[config.mk]
export PLATFORM = sky130hd
export DESIGN_NAME = imm_gen_stage
export DESIGN_NICKNAME = d
export VERILOG_FILES = /design/src/rtl/imm_gen_stage.sv
export SDC_FILE = /design/constraint.sdc
export NUM_CORES = 1
export LEC_CHECK = 0
export CAP_MARGIN = 20
export CORE_ASPECT_RATIO = 0.75
export CORE_MARGIN = 2
export CORE_UTILIZATION = 57
export CTS_BUF_LIST = sky130_fd_sc_hd__clkbuf_8 sky130_fd_sc_hd__clkbuf_16
export DETAILED_ROUTE_END_ITERATION = 16
export HOLD_SLACK_MARGIN = 0.15
export PLACE_DENSITY_LB_ADDON = 0.2
export SLEW_MARGIN = 20
export SYNTH_ARGS = -nofsm -noshare
export SYNTH_HDL_FRONTEND = slang
export SYNTH_SLANG_ARGS = --single-unit
[constraint.sdc]
create_clock -name clk -period 11.95 [get_ports clk]
set_input_delay 2.9875 -clock clk [delete_from_list [all_inputs] [get_ports clk]]
set_output_delay 2.9875 -clock clk [all_outputs]
set_load 0.02 [all_outputs]
[src/rtl/imm_gen_stage.sv]
// Registered RISC-V immediate generator with PC-relative target, 2-entry skid buffer,
// flush, and a saturating count of illegal ImmSrc codes.
module imm_gen_stage #(
    parameter int unsigned XLEN      = 32,
    parameter int unsigned ERR_CNT_W = 8
) (
    input  logic                 clk,
    input  logic                 rst,
    input  logic                 flush,
    input  logic                 in_valid,
    output logic                 in_ready,
    input  logic [31:0]          instruction,
    input  logic [2:0]           ImmSrc,
    input  logic [XLEN-1:0]      PC,
    output logic                 out_valid,
    input  logic                 out_ready,
    output logic [XLEN-1:0]      ImmBits,
    output logic [XLEN-1:0]      Target,
    output logic                 ImmErr,
    output logic [ERR_CNT_W-1:0] err_count
);

    typedef enum logic [2:0] {
        SRC_I = 3'b000,
        SRC_S = 3'b001,
        SRC_B = 3'b010,
        SRC_J = 3'b011,
        SRC_U = 3'b100
    } imm_src_e;

    typedef enum logic [1:0] {
        OCC_EMPTY = 2'd0,
        OCC_ONE   = 2'd1,
        OCC_TWO   = 2'd2
    } occ_e;

    typedef struct packed {
        logic [XLEN-1:0] imm;
        logic [XLEN-1:0] tgt;
        logic            err;
    } entry_t;

    occ_e                 occ_q, occ_d;
    entry_t               head_q, head_d;
    entry_t               tail_q, tail_d;
    logic                 in_ready_q, in_ready_d;
    logic [ERR_CNT_W-1:0] err_cnt_q, err_cnt_d;

    logic [31:0] imm32;
    logic        dec_err;
    entry_t      dec;
    logic        push, pop;

    // All formats are built as 32-bit values and then sign-extended from bit 31,
    // which gives RV64 semantics for U as well.
    always_comb begin
        imm32   = '0;
        dec_err = 1'b0;
        case (ImmSrc)
            SRC_I:   imm32 = {{20{instruction[31]}}, instruction[31:20]};
            SRC_S:   imm32 = {{20{instruction[31]}}, instruction[31:25], instruction[11:7]};
            SRC_B:   imm32 = {{19{instruction[31]}}, instruction[31], instruction[7],
                              instruction[30:25], instruction[11:8], 1'b0};
            SRC_J:   imm32 = {{11{instruction[31]}}, instruction[31], instruction[19:12],
                              instruction[20], instruction[30:21], 1'b0};
            SRC_U:   imm32 = {instruction[31:12], 12'b0};
            default: dec_err = 1'b1;
        endcase
        dec.imm = XLEN'($signed(imm32));
        dec.tgt = PC + dec.imm;
        dec.err = dec_err;
    end

    assign push = in_valid & in_ready_q & ~flush;
    assign pop  = (occ_q != OCC_EMPTY) & out_ready;

    always_comb begin
        occ_d     = occ_q;
        head_d    = head_q;
        tail_d    = tail_q;
        err_cnt_d = err_cnt_q;
        case (occ_q)
            OCC_EMPTY: begin
                if (push) begin
                    head_d = dec;
                    occ_d  = OCC_ONE;
                end
            end
            OCC_ONE: begin
                case ({push, pop})
                    2'b10: begin
                        tail_d = dec;
                        occ_d  = OCC_TWO;
                    end
                    2'b01: occ_d = OCC_EMPTY;
                    2'b11: head_d = dec;
                    default: ;
                endcase
            end
            OCC_TWO: begin
                // in_ready was low, so only a pop can happen here
                if (pop) begin
                    head_d = tail_q;
                    occ_d  = OCC_ONE;
                end
            end
            default: occ_d = OCC_EMPTY;
        endcase
        if (flush) begin
            occ_d = OCC_EMPTY;
        end
        in_ready_d = (occ_d != OCC_TWO);
        if (push && dec.err && (err_cnt_q != '1)) begin
            err_cnt_d = err_cnt_q + 1'b1;
        end
    end

    always_ff @(posedge clk) begin
        if (rst) begin
            occ_q      <= OCC_EMPTY;
            head_q     <= '0;
            tail_q     <= '0;
            in_ready_q <= 1'b0;
            err_cnt_q  <= '0;
        end else begin
            occ_q      <= occ_d;
            head_q     <= head_d;
            tail_q     <= tail_d;
            in_ready_q <= in_ready_d;
            err_cnt_q  <= err_cnt_d;
        end
    end

    assign in_ready  = in_ready_q;
    assign out_valid = (occ_q != OCC_EMPTY);
    assign ImmBits   = head_q.imm;
    assign Target    = head_q.tgt;
    assign ImmErr    = head_q.err;
    assign err_count = err_cnt_q;

endmodule
==> out/metrics.cfg, run 1 <==
[worst_setup_path]
path_max_fanout = 23
cp_slowest_cell = clkdlybuf4s50_1
crit_chain = clkdlybuf4s50_1 -> nor2b_1 -> nor2b_1 -> a21oi_1 -> inv_1 -> ha_1 -> a21oi_1 -> o21a_1 -> a21boi_0 -> nor4_1 -> a211oi_1 -> o41ai_2 -> xnor2_1 -> a221oi_2
max_stage_delay_ps = 1000
startpoint_type = input pin
critPathRequiredTime_ps = 12230
worstPathArrival_ps = 7750
path_class = input pin to flip-flop
end_kind = flip-flop

[cells_and_area]
most-common-layout-cells = nand2_1, dfxtp_1, clkdlybuf4s50_1
num-nets-final = 1230
final_common_cell = nand2_1
layout-drive-gt1-share_pct = 5.63
num_antenna_cells = 0
post-route-util_pct = 72.6
areaGrowthSynthToFinish_pct = 25.6

[floorplan]
ios = 147
coreArea_um2 = 13600
die-area_um2 = 14700
dieWidth_um = 139
initial_core_util_pct = 57.8
die_h_um = 106
fp-row-count = 37

[grt]
grt_pass1_vias = 7074
grt_overflow = 0
grt_first_pass_wirelength_um = 36800
grt_max_degree = 87
antenna_found_initial = 0
grt_use_total_pct = 31.5

[power_and_ir_drop]
p_leak_nw = 3.72
power.total_mw = 1.33
p_per_area_nw_per_um2 = 135
ir_drop_uv = 105

[synth]
syn_nets = 1138
synth_edf_count = 0
synthArstFlopShare_pct = 0
yosys_warnings = 0
synth_cell_type_count = 65
yosys_most_used_dff = dfxtp_1
syn_avg_cell_area_um2 = 7.60
synthesis.area_um2 = 7840
ys_seq_elements = 141
syn_inst = 1031
seq_area_frac_synth_pct = 36.0

[clocking]
cts_resized = 0
cts_setup_buffers = 0
clock_latency_ps = 430
path_clk_slew_ps = 70
cts_buffers = 17
htreeDepth = 4
cts_tree = done
clock-root-buffer = clkbuf_16
clock-sinks = 141
cts_max_path_buffers = 2
postCtsHoldBufs = 0

[drt]
drtIter0Drc = 905
vias = 7890
via_per_inst = 6.02
drtAntennaViolNets = 0
finalWirelength_um = 23400
drcViolationCount = 0
dr.pass1.iters = 5
drt-wirelength-per-cell_um = 17.8

[run]
max_cap_viol_count = 0

[timing]
finClkSkew_ps = 8.65
hold_viol = 0
tightest_slew_ps = 910
max_freq_mhz = 134
drv_slew = 0
post-route-period-util_pct = 62.6
rsz0062_at_grt = false
tns_ps = 0
relSlewSlack_pct = 39.3
setup_viol = 0
fin_crit_ps = 7480

[placed_design]
hpwlAfterDp_um = 16000
gp_congestion = 1.02
portBuffers = 139

[min_path]
hp-class = flip-flop to flip-flop

[run_status]
outcome = finished, final reports clean

path summary, 6_finish.rpt:
path	start	to	slack [ps]	depth (start not counted)
min reg2reg	Target[1]	Target[1]	450	2
max	ImmSrc[2]	Target[29]	4470	14
min	Target[1]	Target[1]	450	2
max reg2reg	occ_q[1]	Target[20]	8670	12
kinds of logic (layout without fill, tap and decap cells):
group	count (synthesis)	count (layout)	share of synthesized area [%]
flops	141	141	36.0
fa+ha+maj	35	35	5.68
xor+xnor	34	34	3.80
mux	9	9	1.15
simple gates	385	385	20.8
buf+inv	103	208	5.54
compound gates	324	324	27.0
flip-flops by register name (all words and copies together) (netlist names):
register and count:
ImmBits 32, ImmErr 1, Target 32, err_count 8
in_ready 1, occ_q 2, tail_q 65
cell usage after synthesis, types with 2 or more instances:
cell type,n,area [um2]
a2111oi_0,3,26.3
a211oi_1,42,315
a21o_1,6,45.0
a21oi_1,134,671
a221oi_1,2,17.5
a221oi_2,2,30.0
a22o_1,2,17.5
a311oi_1,19,166
a31oi_1,5,31.3
and2_1,4,25.0
and3_1,4,25.0
buf_1,2,7.51
buf_2,2,10.0
clkbuf_1,65,244
clkbuf_8,3,41.3
dfxtp_1,141,2820
ha_1,34,425
inv_1,29,109
mux2i_1,9,90.1
nand2_1,195,732
nand2b_1,4,25.0
nand3_1,12,60.1
nand4_1,9,56.3
nor2_1,113,424
nor2b_1,13,81.3
nor3_1,15,75.1
nor4_1,2,12.5
o211ai_1,23,173
o21a_1,11,82.6
o21ai_0,26,130
o21ai_1,8,40.0
o21bai_1,3,22.5
o22a_1,10,87.6
o22ai_1,5,31.3
o2bb2ai_1,2,17.5
o31a_1,2,17.5
o41ai_2,3,48.8
or2_2,3,18.8
or3_1,6,37.5
xnor2_1,20,175
xor2_1,14,123
metrics by stage:
| stage | instances | setup slack, ps | cell area, um2 | hold WS [ps] |
|---|---|---|---|---|
| finish | 1311 | 4470 | 9840 | 452 |
| CTS | 1311 | 4690 | 9840 | 452 |
| detailed placement | 1279 | 4250 | 9210 | 444 |
| floorplan | 1031 | 5890 | 7840 | 420 |
| global placement | 1279 | 4200 | 9210 | 434 |
| global route | 1311 | 4180 | 9840 | 473 |
power breakdown:
part           switching, mW  internal, mW  total [mW]
registers            0.00678         0.481       0.488
logic                  0.157         0.106       0.262
clock network          0.243         0.340       0.584
per-layer routing:
metal  track usage (%)  up-vias  part of all wire, %
met3              5.00       53                  7.8
met4              11.8        0                  2.7
met5                 0        -                    0
li1                  -     3823                    -
met2              47.2      376                   43
met1              45.6     3638                   46
worst max-delay path: cells and delay by family:
family | cells | cell delay, ps
compound gates | 7 | 1540
simple gates | 3 | 1450
buf+inv | 2 | 1100
fa+ha+maj | 1 | 360
xor+xnor | 1 | 310
layout make-up:
cell class,instances,area [um2]
clock inverter,15,213
fill,1099,3720
tap,175,219
clock buffer,17,425
sequential,141,2820
multi-input combinational,787,4610
inverter,29,109
timing repair buffer,147,1450
(Power assumes the default switching activity.)
==> run 2: changes to the inputs <==
CORE_UTILIZATION = 53   (was 57)
clock period = 7.8 ns   (was 11.95 ns; I/O delays follow)
==> out/metrics.cfg, run 2 (synthesized netlist as in run 1, its figures left out) <==
[timing]
drv_slew = 0  ; unchanged
rsz0062_at_grt = false  ; unchanged
tightest_slew_ps = 965  ; was 910 ps
max_freq_mhz = 160
hold_viol = 0  ; unchanged
setup_viol = 0  ; unchanged
tns_ps = 0  ; unchanged
fin_crit_ps = 6270
hold_ws_ps = 453  ; was 452 ps
setup_ws_ps = 1530  ; was 4470 ps
relSlewSlack_pct = 35.7  ; was 39.3%
post-route-period-util_pct = 80.4
finClkSkew_ps = 8.11  ; was 8.65 ps

[grt]
grt_use_total_pct = 29.9  ; was 31.5%
grt_pass1_vias = 6933  ; was 7,074
grt_overflow = 0  ; unchanged
grt_first_pass_wirelength_um = 36400  ; was 36,800 um
antenna_found_initial = 0  ; unchanged
grt_max_degree = 81  ; was 87

[clocking]
cts_buffers = 17  ; unchanged
htreeDepth = 4  ; unchanged
path_clk_slew_ps = 60  ; was 70 ps
clock_latency_ps = 430  ; about the same
cts_tree = done  ; unchanged
cts_resized = 0  ; unchanged
clock-sinks = 141  ; unchanged
postCtsHoldBufs = 0  ; unchanged
clock-root-buffer = clkbuf_16  ; unchanged
cts_max_path_buffers = 2  ; unchanged
cts_setup_buffers = 0  ; unchanged

[worst_setup_path]
ff2ff_path_depth = 11  ; was 12
critPathRequiredTime_ps = 8090  ; was 12,230 ps
path_class = input pin to flip-flop  ; unchanged
startpoint_type = input pin  ; unchanged
end_kind = flip-flop  ; unchanged
cp_slowest_cell = clkdlybuf4s50_1  ; unchanged
max_stage_delay_ps = 1000  ; about the same
crit_chain = clkdlybuf4s50_1 -> nor2b_1 -> nor2b_1 -> a21oi_1 -> inv_1 -> ha_1 -> a21oi_1 -> o21a_1 -> a21boi_0 -> nor4_1 -> a211oi_1 -> o41ai_2 -> xnor2_1 -> a221oi_2  ; unchanged
rr_startpoint = occ_q[1]  ; unchanged
worstPathArrival_ps = 6560  ; was 7750 ps
path_max_fanout = 23  ; unchanged
rr_endpoint = ImmBits[7]  ; was Target[20]
regToRegSetupSlack_ps = 5080  ; was 8670 ps

[min_path]
worst_hold_path.num_cells = 2  ; unchanged
min_from = ImmBits[12]  ; was Target[1]
hp-class = flip-flop to flip-flop  ; unchanged
min_to = ImmBits[12]  ; was Target[1]

[cells_and_area]
largest_register_ffs = 65  ; unchanged
finalNonFillerCells = 1335  ; was 1,311
layout-drive-gt1-share_pct = 5.46  ; was 5.63%
postLayoutCellArea_um2 = 9870  ; was 9840 um2
regMostFlops = tail_q  ; unchanged
multi_input_area_um2 = 4610  ; unchanged
fillCellCount = 1249  ; was 1,099
final_common_cell = nand2_1  ; unchanged
most-common-layout-cells = nand2_1, dfxtp_1, clkdlybuf4s50_1  ; unchanged
num_antenna_cells = 0  ; unchanged
register_area_um2 = 2820  ; unchanged
areaGrowthSynthToFinish_pct = 26.0  ; was 25.6%
num-nets-final = 1232  ; was 1,230

[placed_design]
pre_cts_ws_ps = 1130  ; was 4250 ps
placed_cell_area_um2 = 9250  ; was 9210 um2
gp_congestion = 0.932  ; was 1.02
hpwlAfterDp_um = 16700  ; was 16,000 um
portBuffers = 139  ; unchanged
dp_cells = 1305  ; was 1,279

[run]
max_cap_viol_count = 0  ; unchanged

[floorplan]
die_h_um = 109  ; was 106 um
ios = 147  ; unchanged
initial_core_util_pct = 54.2  ; was 57.8%
fp-row-count = 38  ; was 37
dieWidth_um = 144  ; was 139 um
coreArea_um2 = 14500  ; was 13,600 um2
die-area_um2 = 15800  ; was 14,700 um2

[drt]
via_per_inst = 5.86  ; was 6.02
drcViolationCount = 0  ; unchanged
drtAntennaViolNets = 0  ; unchanged
dr.pass1.iters = 8  ; was 5
finalWirelength_um = 23500  ; was 23,400 um
drt-wirelength-per-cell_um = 17.6  ; was 17.8 um
drtIter0Drc = 772  ; was 905
vias = 7820  ; was 7,890

[power_and_ir_drop]
p_per_area_nw_per_um2 = 203  ; was 135 nW/um2
ir_drop_uv = 188  ; was 105 uV
p_leak_nw = 3.72  ; about the same

[run_status]
outcome = finished, final reports clean  ; unchanged

==> run 2: changes by cell type in the layout (fill, tap and decap cells not counted) <==
| cell | previous run | this run |
|---|---|---|
| inv_8 | 4 | 0 |
| inv_1 | 29 | 30 |
| clkinv_8 | 1 | 0 |
| clkinv_2 | 0 | 2 |
| clkbuf_8 | 0 | 1 |
| clkinvlp_4 | 0 | 1 |
| buf_12 | 0 | 1 |
| bufinv_16 | 3 | 4 |
| buf_4 | 9 | 10 |
| inv_6 | 6 | 2 |
==> run 2: critical path: cells and delay by family <==
family | cells | cell delay (ps)
AO/OA/AOI/OAI | 7 | 1460
XOR/XNOR | 1 | 300
adder cells (fa/ha/maj) | 1 | 350
buffers and inverters | 2 | 1100
AND/OR/NAND/NOR | 3 | 1390
==> run 2: how the worst max path moves through the flow <==
stage               startpoint  cells past startpoint  slack (ps)          to
floorplan            ImmSrc[0]                     13        2770  Target[26]
global placement     ImmSrc[2]                     14        1220  Target[29]
detailed placement   ImmSrc[2]                     14        1130  Target[29]
CTS                  ImmSrc[2]                     14        1580  Target[29]
global route         ImmSrc[2]                     14        1110  Target[29]
finish               ImmSrc[2]                     14        1530  Target[29]
==> run 2: area by class of cell <==
type	count	share of cell area, %
inverters	29	1.10
flip-flops and latches	141	28.6
clock inverters	11	1.70
clock buffers	18	4.45
repair buffers	149	15.0
well taps	200	2.53
multi-input cells	787	46.7
==> run 2: metrics by stage <==
step                total power, mW  utilization, %
finish                         2.01            68.3
global route                   2.08            68.3
floorplan                      1.02               -
detailed placement             1.16            64.0
global placement               1.15            64.0
CTS                            2.00            68.2
==> run 2: power by group <==
group | switching [mW] | leakage (nW) | total, mW | internal [mW]
clock | 0.320 | 0.300 | 0.858 | 0.538
sequential | 0.0101 | 1.14 | 0.748 | 0.738
combinational | 0.239 | 2.28 | 0.401 | 0.162
total | 0.569 | 3.72 | 2.01 | 1.44
==> run 2: routing by layer <==
| layer | up-vias | global-route usage [%] | part of all wire, % |
|---|---|---|---|
| met5 | - | 0 | 0 |
| met4 | 0 | 11.4 | 2.6 |
| met3 | 41 | 5.23 | 7.4 |
| met2 | 326 | 43.3 | 42 |
| met1 | 3622 | 44.4 | 47 |
| li1 | 3831 | - | - |
